File: src/rtl/muldiv_multicycle.sv
// muldiv_multicycle: radix-2 iterative RV32M multiply/divide unit.
// One product or quotient bit per clock behind a start/busy/done handshake.
module muldiv_multicycle #(
  parameter int DATA_W    = 32,
  parameter bit EARLY_OUT = 1'b1
) (
  input  logic              iCLK,
  input  logic              iRST,
  input  logic              iStart,
  input  logic [4:0]        iControl,
  input  logic [DATA_W-1:0] iA,
  input  logic [DATA_W-1:0] iB,
  output logic              oBusy,
  output logic              oDone,
  output logic [DATA_W-1:0] oResult
);

  // Same encoding as the ALU control field.
  localparam logic [4:0] OPMUL    = 5'd8;
  localparam logic [4:0] OPMULH   = 5'd9;
  localparam logic [4:0] OPMULHSU = 5'd10;
  localparam logic [4:0] OPMULHU  = 5'd11;
  localparam logic [4:0] OPDIV    = 5'd12;
  localparam logic [4:0] OPDIVU   = 5'd13;
  localparam logic [4:0] OPREM    = 5'd14;
  localparam logic [4:0] OPREMU   = 5'd15;

  localparam logic [DATA_W-1:0] ZERO = '0;
  localparam int CW = $clog2(DATA_W);
  localparam logic [CW-1:0] LAST = CW'(DATA_W - 1);
  localparam logic [DATA_W-1:0] SMIN = {1'b1, {(DATA_W-1){1'b0}}};

  typedef enum logic [1:0] {IDLE, CALC, DONE} state_t;

  state_t state;
  state_t state_nx;

  // Latched operation context
  logic [4:0]        op_q;
  logic              mul_q;
  logic              neg_q;
  logic              neg_r;
  logic [DATA_W-1:0] dvs;
  logic [DATA_W-1:0] hi;
  logic [DATA_W-1:0] lo;
  logic [CW-1:0]     cnt;
  logic [DATA_W-1:0] res;

  // Accept-time decode
  logic              valid;
  logic              is_mul;
  logic              is_quo;
  logic              a_sgd;
  logic              b_sgd;
  logic              a_neg;
  logic              b_neg;
  logic [DATA_W-1:0] a_mag;
  logic [DATA_W-1:0] b_mag;
  logic              bzero;
  logic              ovf;
  logic              early;
  logic [DATA_W-1:0] early_res;
  logic              accept;

  // Iteration datapath
  logic [DATA_W:0]     sum;
  logic [DATA_W:0]     rsh;
  logic [DATA_W:0]     diff;
  logic [DATA_W-1:0]   hi_nx;
  logic [DATA_W-1:0]   lo_nx;
  logic [2*DATA_W-1:0] prod;
  logic [2*DATA_W-1:0] prod_s;
  logic [DATA_W-1:0]   quo;
  logic [DATA_W-1:0]   rem;
  logic [DATA_W-1:0]   fin;

  assign accept = iStart && (state != CALC);

  // Opcode decode: kind and operand signedness
  always_comb begin
    valid  = 1'b1;
    is_mul = 1'b0;
    is_quo = 1'b0;
    a_sgd  = 1'b0;
    b_sgd  = 1'b0;
    unique case (iControl)
      OPMUL:    begin is_mul = 1'b1; a_sgd = 1'b1; b_sgd = 1'b1; end
      OPMULH:   begin is_mul = 1'b1; a_sgd = 1'b1; b_sgd = 1'b1; end
      OPMULHSU: begin is_mul = 1'b1; a_sgd = 1'b1; end
      OPMULHU:  begin is_mul = 1'b1; end
      OPDIV:    begin is_quo = 1'b1; a_sgd = 1'b1; b_sgd = 1'b1; end
      OPDIVU:   begin is_quo = 1'b1; end
      OPREM:    begin a_sgd = 1'b1; b_sgd = 1'b1; end
      OPREMU:   begin end
      default:  valid = 1'b0;
    endcase
  end

  assign a_neg = a_sgd && iA[DATA_W-1];
  assign b_neg = b_sgd && iB[DATA_W-1];
  assign a_mag = a_neg ? -iA : iA;
  assign b_mag = b_neg ? -iB : iB;
  assign bzero = (iB == ZERO);
  assign ovf   = a_sgd && b_sgd && (iA == SMIN) && (&iB);

  assign early = EARLY_OUT &&
                 (!valid || (!is_mul && (bzero || ovf)));

  // Direct results for cases that skip the iteration
  always_comb begin
    early_res = ZERO;
    if (!valid)
      early_res = ZERO;
    else if (bzero)
      early_res = is_quo ? '1 : iA;
    else if (ovf)
      early_res = is_quo ? SMIN : ZERO;
  end

  // One shift-add or restoring-subtract step
  always_comb begin
    sum   = {1'b0, hi} + (lo[0] ? {1'b0, dvs} : '0);
    rsh   = {hi, lo[DATA_W-1]};
    diff  = rsh - {1'b0, dvs};
    hi_nx = hi;
    lo_nx = lo;
    if (mul_q) begin
      hi_nx = sum[DATA_W:1];
      lo_nx = {sum[0], lo[DATA_W-1:1]};
    end else if (!diff[DATA_W]) begin
      hi_nx = diff[DATA_W-1:0];
      lo_nx = {lo[DATA_W-2:0], 1'b1};
    end else begin
      hi_nx = rsh[DATA_W-1:0];
      lo_nx = {lo[DATA_W-2:0], 1'b0};
    end
  end

  // Sign fix-up and result select after the last step
  always_comb begin
    prod   = {hi_nx, lo_nx};
    prod_s = neg_q ? -prod : prod;
    quo    = neg_q ? -lo_nx : lo_nx;
    rem    = neg_r ? -hi_nx : hi_nx;
    unique case (op_q)
      OPMUL:    fin = prod_s[DATA_W-1:0];
      OPMULH:   fin = prod_s[2*DATA_W-1:DATA_W];
      OPMULHSU: fin = prod_s[2*DATA_W-1:DATA_W];
      OPMULHU:  fin = prod_s[2*DATA_W-1:DATA_W];
      OPDIV:    fin = quo;
      OPDIVU:   fin = quo;
      OPREM:    fin = rem;
      OPREMU:   fin = rem;
      default:  fin = ZERO;
    endcase
  end

  // State register
  always_ff @(posedge iCLK) begin
    if (iRST) state <= IDLE;
    else      state <= state_nx;
  end

  // Next-state logic
  always_comb begin
    state_nx = state;
    unique case (state)
      IDLE: if (iStart) state_nx = early ? DONE : CALC;
      CALC: if (cnt == LAST) state_nx = DONE;
      DONE: begin
        if (iStart) state_nx = early ? DONE : CALC;
        else        state_nx = IDLE;
      end
      default: state_nx = IDLE;
    endcase
  end

  // Handshake outputs
  always_comb begin
    oBusy = (state == CALC);
    oDone = (state == DONE);
  end

  assign oResult = res;

  // Operand latch, iteration registers and result
  always_ff @(posedge iCLK) begin
    if (iRST) begin
      op_q  <= '0;
      mul_q <= 1'b0;
      neg_q <= 1'b0;
      neg_r <= 1'b0;
      dvs   <= '0;
      hi    <= '0;
      lo    <= '0;
      cnt   <= '0;
      res   <= ZERO;
    end else if (accept) begin
      op_q  <= iControl;
      mul_q <= is_mul;
      neg_q <= (a_neg ^ b_neg) && !(!is_mul && bzero);
      neg_r <= a_neg;
      dvs   <= is_mul ? a_mag : b_mag;
      hi    <= '0;
      lo    <= is_mul ? b_mag : a_mag;
      cnt   <= '0;
      if (early) res <= early_res;
    end else if (state == CALC) begin
      hi  <= hi_nx;
      lo  <= lo_nx;
      cnt <= cnt + 1'b1;
      if (cnt == LAST) res <= fin;
    end
  end

endmodule

File: config.mk
export PLATFORM = sky130hd
export DESIGN_NAME = muldiv_multicycle
export DESIGN_NICKNAME = d
export VERILOG_FILES = /design/src/rtl/muldiv_multicycle.sv
export SDC_FILE = /design/constraint.sdc
export NUM_CORES = 1
export LEC_CHECK = 0
export CORE_MARGIN = 2
export CORE_UTILIZATION = 30
export CTS_BUF_LIST = sky130_fd_sc_hd__clkbuf_4 sky130_fd_sc_hd__clkbuf_8
export CTS_CLUSTER_SIZE = 30
export DETAILED_ROUTE_END_ITERATION = 16
export SLEW_MARGIN = 20
export SYNTH_ARGS = -nofsm -noshare
export SYNTH_HDL_FRONTEND = slang
export SYNTH_SLANG_ARGS = --single-unit
File: constraint.sdc
create_clock -name iCLK -period 8.05 [get_ports iCLK]
set_input_delay 2.0125 -clock iCLK [delete_from_list [all_inputs] [get_ports iCLK]]
set_output_delay 2.0125 -clock iCLK [all_outputs]
set_load 0.05 [all_outputs]
Word-level counts from Yosys, hierarchy flattened --
Cells that the tools add are included.
Storage, ports and cells: register bits after elaboration 143, input port bits 72, output and inout port bits 34, logic and storage cells 107
Operators by class: bitwise operators 1, reduce and logical (&&, ||, !) cells 30, equality and inequality tests 24, add/subtract/negate cells 8, multiplexer cells 34
Operators with widths (number):
- 32-bit two-way mux | 21
- 32-bit negator | 4
- 32-bit case mux with 4 select lines | 1
- 5-bit by 4-bit equality test with 1-bit output (second input constant) | 16
- 64-bit two-way mux | 1
- 64-bit negator | 1
- 32-bit by 32-bit adder with 33-bit output | 1
- 33-bit by 32-bit subtractor with 33-bit output | 1
- 32-bit equality test (second input constant) | 1
- 32-bit logical NOT | 1
- 32-bit AND reduction | 1
- 1-bit logical AND | 9
- 2-bit two-way mux | 4
- 2-bit OR reduction | 4
- 4-bit OR reduction | 2
- 8-bit OR reduction | 1
- 1-bit two-way mux | 6
- 2-bit case mux with 3 select lines | 1
- 5-bit by 1-bit adder with 5-bit output (second input constant) | 1
- 5-bit equality test (second input constant) | 1
- 5-bit OR reduction | 1
- 2-bit by 1-bit != test with 1-bit output (second input constant) | 2
- 2-bit != test (second input constant) | 2
- 2-bit nonzero test | 2
- other kinds (9) | 12

Depth between registers and ports, before layout --
depth after elaboration 12, mapped depth 25, gate-level depth less buffers 22

Worst setup path after synthesis --
No wires, ideal clock.
path kind flip-flop to flip-flop, start register lo[31], end register res[28] (netlist: oResult[28]), data arrival time 5892 ps, slack 2066 ps, period minus slack after synthesis 5984 ps, library setup time 92 ps, stages on the path, launching flop included 25, buffers on the path 3, data required time 7958 ps, cells stage by stage dfxtp_1 inv_1 ha_1 fa_1 nand2b_1 a21oi_2 o21ai_1 o211ai_1 nand3_1 a211oi_2 buf_4 clkbuf_1 buf_1 a211oi_1 a21oi_1 ha_1 or3b_2 a2111oi_0 a221oi_1 a211oi_4 nand3_1 nor4_2 a31oi_1 o211a_1 nor4_1
On the way: word-level cells in the longest chain between the ends 9, elaborated cells on any way between the ends 15, classes of those cells add/sub (4); mux (11)
Ends and longest elaborated chain:
- from (decl) | line 45 | logic [DATA_W-1:0] lo;
- from (signal assigned) | line 205 | lo <= is_mul ? b_mag : a_mag;
- from (signal assigned) | line 210 | lo <= lo_nx;
- 33-bit by 32-bit subtractor with 33-bit output | line 124 | diff = rsh - {1'b0, dvs};
- 1-bit two-way mux or 32-bit two-way mux (tied branches) | line 130 | end else if (!diff[DATA_W]) begin
- 32-bit two-way mux | line 127 | if (mul_q) begin
- 64-bit negator, or another cell as far along | line 142 | prod_s = neg_q ? -prod : prod;
- 64-bit two-way mux, or another cell as far along | line 142
- 32-bit case mux with 4 select lines * | line 145 | unique case (op_q)
- 32-bit two-way mux * | line 212 | if (cnt == LAST) res <= fin;
- 32-bit two-way mux * | line 208 | end else if (state == CALC) begin
- 32-bit two-way mux * | line 198 | end else if (accept) begin
- to (signal assigned) | line 207 | if (early) res <= early_res;
- to (signal assigned) | line 212
- to (decl) | line 47 | logic [DATA_W-1:0] res;
Every way passes the cells marked *; elsewhere a longest branch is shown, timed or not. The select of a mux whose other input is x is not followed. A chain may end at the register's enable or synchronous reset.

Worst setup path after layout --
start register lo[31], end register res[14] (netlist: oResult[14])
Same word-level chain as after synthesis.

==> results.py <==
metrics = {
    "critical_path": {
        "worst-endpoint-arrival_ns": 6.89,
        "cp_top_family": "compound AO/OA/AOI/OAI gates",
        "start_kind": "register",
        "rrSetupSlack_ns": 1.57,
        "critPathSlowestCell": "a2111oi_0",
        "endpoint_kind": "register",
        "worstPathMaxFanout": 6,
        "crit_path_max_incr_delay_ns": 0.91,
        "cp.required_ns": 8.46,
        "path_cells": "inv_1, ha_1, fa_1, nand2b_1, a21oi_2, o21ai_1, o211ai_1, nand3_1, a211oi_4, a211oi_1, a21oi_1, ha_1, or3b_2, a2111oi_0, a221oi_1, or2_2, a2111oi_0, a2bb2oi_1, mux2i_1, o21a_1",
        "worst-setup-path-type": "register to register",
        "cp_num_buf_inv": 1,
    },
    "sta": {
        "rsz0062_at_grt": "false",
        "clock_skew_ns": 0.0242,
        "maxSlewViolCount": 0,
        "fin_setup_tns_ns": 0,
        "setup_viol": 0,
        "post-route-period-util_pct": 80.5,
        "max_freq_mhz": 154,
        "fin_crit_ns": 6.48,
        "worst_pin_slew_ns": 1.15,
        "worst_slack_ns": 1.57,
        "hold_violations": 0,
        "relSlewSlack_pct": 21.2,
    },
    "clock_tree": {
        "clk_path_buf_depth": 2,
        "ctsResizeCount": 0,
        "clockRootBuffer": "clkbuf_8",
        "cts-htree-levels": 4,
        "path_clk_slew_ns": 0.10,
        "cts_tree": "built",
        "clock-sinks": 143,
        "post-cts-setup-buffers": 0,
        "hold_buffers": 0,
        "insertion_delay_ns": 0.52,
        "cts_made_buffers": 17,
    },
    "routing": {
        "wl_um": 70700,
        "num_vias": 18562,
        "route.detailed.drc": 0,
        "wl_per_cell_um": 23.2,
        "vias_per_cell": 6.10,
        "firstDrtPassIters": 6,
        "drtAntennaViolNets": 0,
        "drtIter0Drc": 2125,
    },
    "place": {
        "place_worst_setup_slack_ns": 1.71,
        "gp_congestion": 1.01,
        "hpwl_um": 55100,
        "portBuffers": 105,
    },
    "run": {
        "maxCapViolCount": 0,
    },
    "power_and_ir_drop": {
        "p_leak_nw": 6.49,
        "p_per_area_nw_per_um2": 135,
        "ir_drop_mv": 0.0836,
        "finalPower_mw": 2.45,
    },
    "global_routing": {
        "grt_max_degree": 81,
        "grt_overflow": 0,
        "grt_pass1_vias": 17085,
        "grt_usage_pct": 24.6,
        "antenna_found_initial": 4,
        "grt_pass1_wl_um": 106000,
    },
    "floorplan": {
        "dieHeight_um": 236,
        "die_w_um": 236,
        "ios": 106,
        "start_util_pct": 30.2,
        "fp-row-count": 85,
        "core_region_area_um2": 53500,
        "die-area_um2": 55700,
    },
    "final_layout": {
        "fill_cells": 5782,
        "drive_gt1_share_pct": 6.36,
        "final_net_count": 2476,
        "area_growth_pct": 12.4,
    },
    "yosys": {
        "async_flop_share_pct": 0,
        "synth_edf_count": 0,
        "synth_top_area_cell": "dfxtp_1",
        "synth_fp_nets": 2468,
        "synth_seq_area_share_pct": 17.7,
        "synth_area_leaders": "dfxtp_1 (18%), nand2_1 (6.5%), a21oi_1 (6.2%), nor2_1 (5.9%), ha_1 (5.5%)",
        "syn_area_per_cell_um2": 6.95,
        "synthCells": 2323,
        "synth_cell_type_count": 101,
        "netlist_area_um2": 16200,
        "synth-seq-cells": 143,
        "synth_top_cell_area_share_pct": 17.7,
        "synth_warnings": 0,
        "ys.flop_type": "dfxtp_1",
    },
    "worst_hold_path": {
        "holdCritPathClass": "register to register",
    },
    "run_status": {
        "status": "completed",
    },
}
==> cell usage in the layout (no fill, tap or decap), types with 74 or more instances in the layout <==
cell               n
nor2_1           250
nor3_1            78
a211oi_1          92
dfxtp_1          142
inv_1             74
clkdlybuf4s50_1  104
a21oi_1          200
o21ai_0          136
nand2_1          279
==> cell type report <==
cell class / instances / area (um^2) / share of cell area (%)
inverters: 78 / 293 / 1.61
multi-input cells: 1949 / 12400 / 68.4
flip-flops and latches: 143 / 2870 / 15.8
clock buffers: 20 / 263 / 1.45
well taps: 696 / 871 / 4.80
repair buffers: 142 / 1330 / 7.31
clock inverters: 12 / 113 / 0.620
diodes: 2 / 5.00 / 0.0276
==> where the power goes <==
group | total (mW) | leakage (nW) | internal [mW] | switching [mW]
Clock | 0.597 | 0.179 | 0.260 | 0.337
Sequential | 0.809 | 1.17 | 0.748 | 0.0602
Combinational | 1.04 | 5.14 | 0.350 | 0.691
==> path summary, 6_finish.rpt <==
path,start,to,cells after the start
setup / recovery,lo[31],oResult[14],20
hold / removal,cnt[4],cnt[4],2
setup reg to reg,lo[31],oResult[14],20
hold reg to reg,cnt[4],cnt[4],2
==> cells in the mapped netlist, types with 49 or more instances <==
library cell	number
nand2_1	281
clkbuf_1	118
nand3_1	52
a21oi_1	200
nor3_1	79
and2_1	49
xnor2_1	71
ha_1	71
dfxtp_1	143
a211oi_1	92
o21ai_0	136
xor2_1	71
inv_1	75
nor2_1	252
==> metrics by stage <==
step           util [%]  hold WS [ns]  cell area [um^2]  std cells
6_report           33.9         0.467             18200       3042
4_1_cts            33.9         0.475             18100       3040
3_3_place_gp       33.2         0.450             17800       3008
2_1_floorplan         -         0.440             16200       2323
3_5_place_dp       33.2         0.463             17800       3008
5_1_grt            33.9         0.498             18100       3040
==> state kept, by name (all words and copies together), names as in the netlist <==
signal   flops
op_q         5
neg_r        1
dvs         32
mul_q        1
cnt          5
lo          32
oResult     32
neg_q        1
hi          32
state        2
==> logic make-up after synthesis <==
family                   count (synthesis)  synth area share (%)
AND/OR/NAND/NOR                        887                  25.9
AO/OA/AOI/OAI                          779                  32.9
buffers and inverters                  231                  5.71
flip-flops                             143                  17.7
XOR/XNOR                               142                  7.70
adder cells (fa/ha/maj)                 73                  5.75
multiplexers                            68                  4.37
==> layer usage <==
layer	vias up	wire [um]	GRT usage, %
met3	170	6420	5.32
met2	901	30700	37.8
met5	-	0	0
met4	0	3730	11.8
met1	8869	29800	32.6
li1	8622	-	-
==> worst min-delay path, stage by stage (launching register included) <==
cell and delay, ns:
dfxtp_1 0.32, nand2_1 0.05, a21oi_1 0.05
Note: power is estimated with default switching activity, not from simulation.
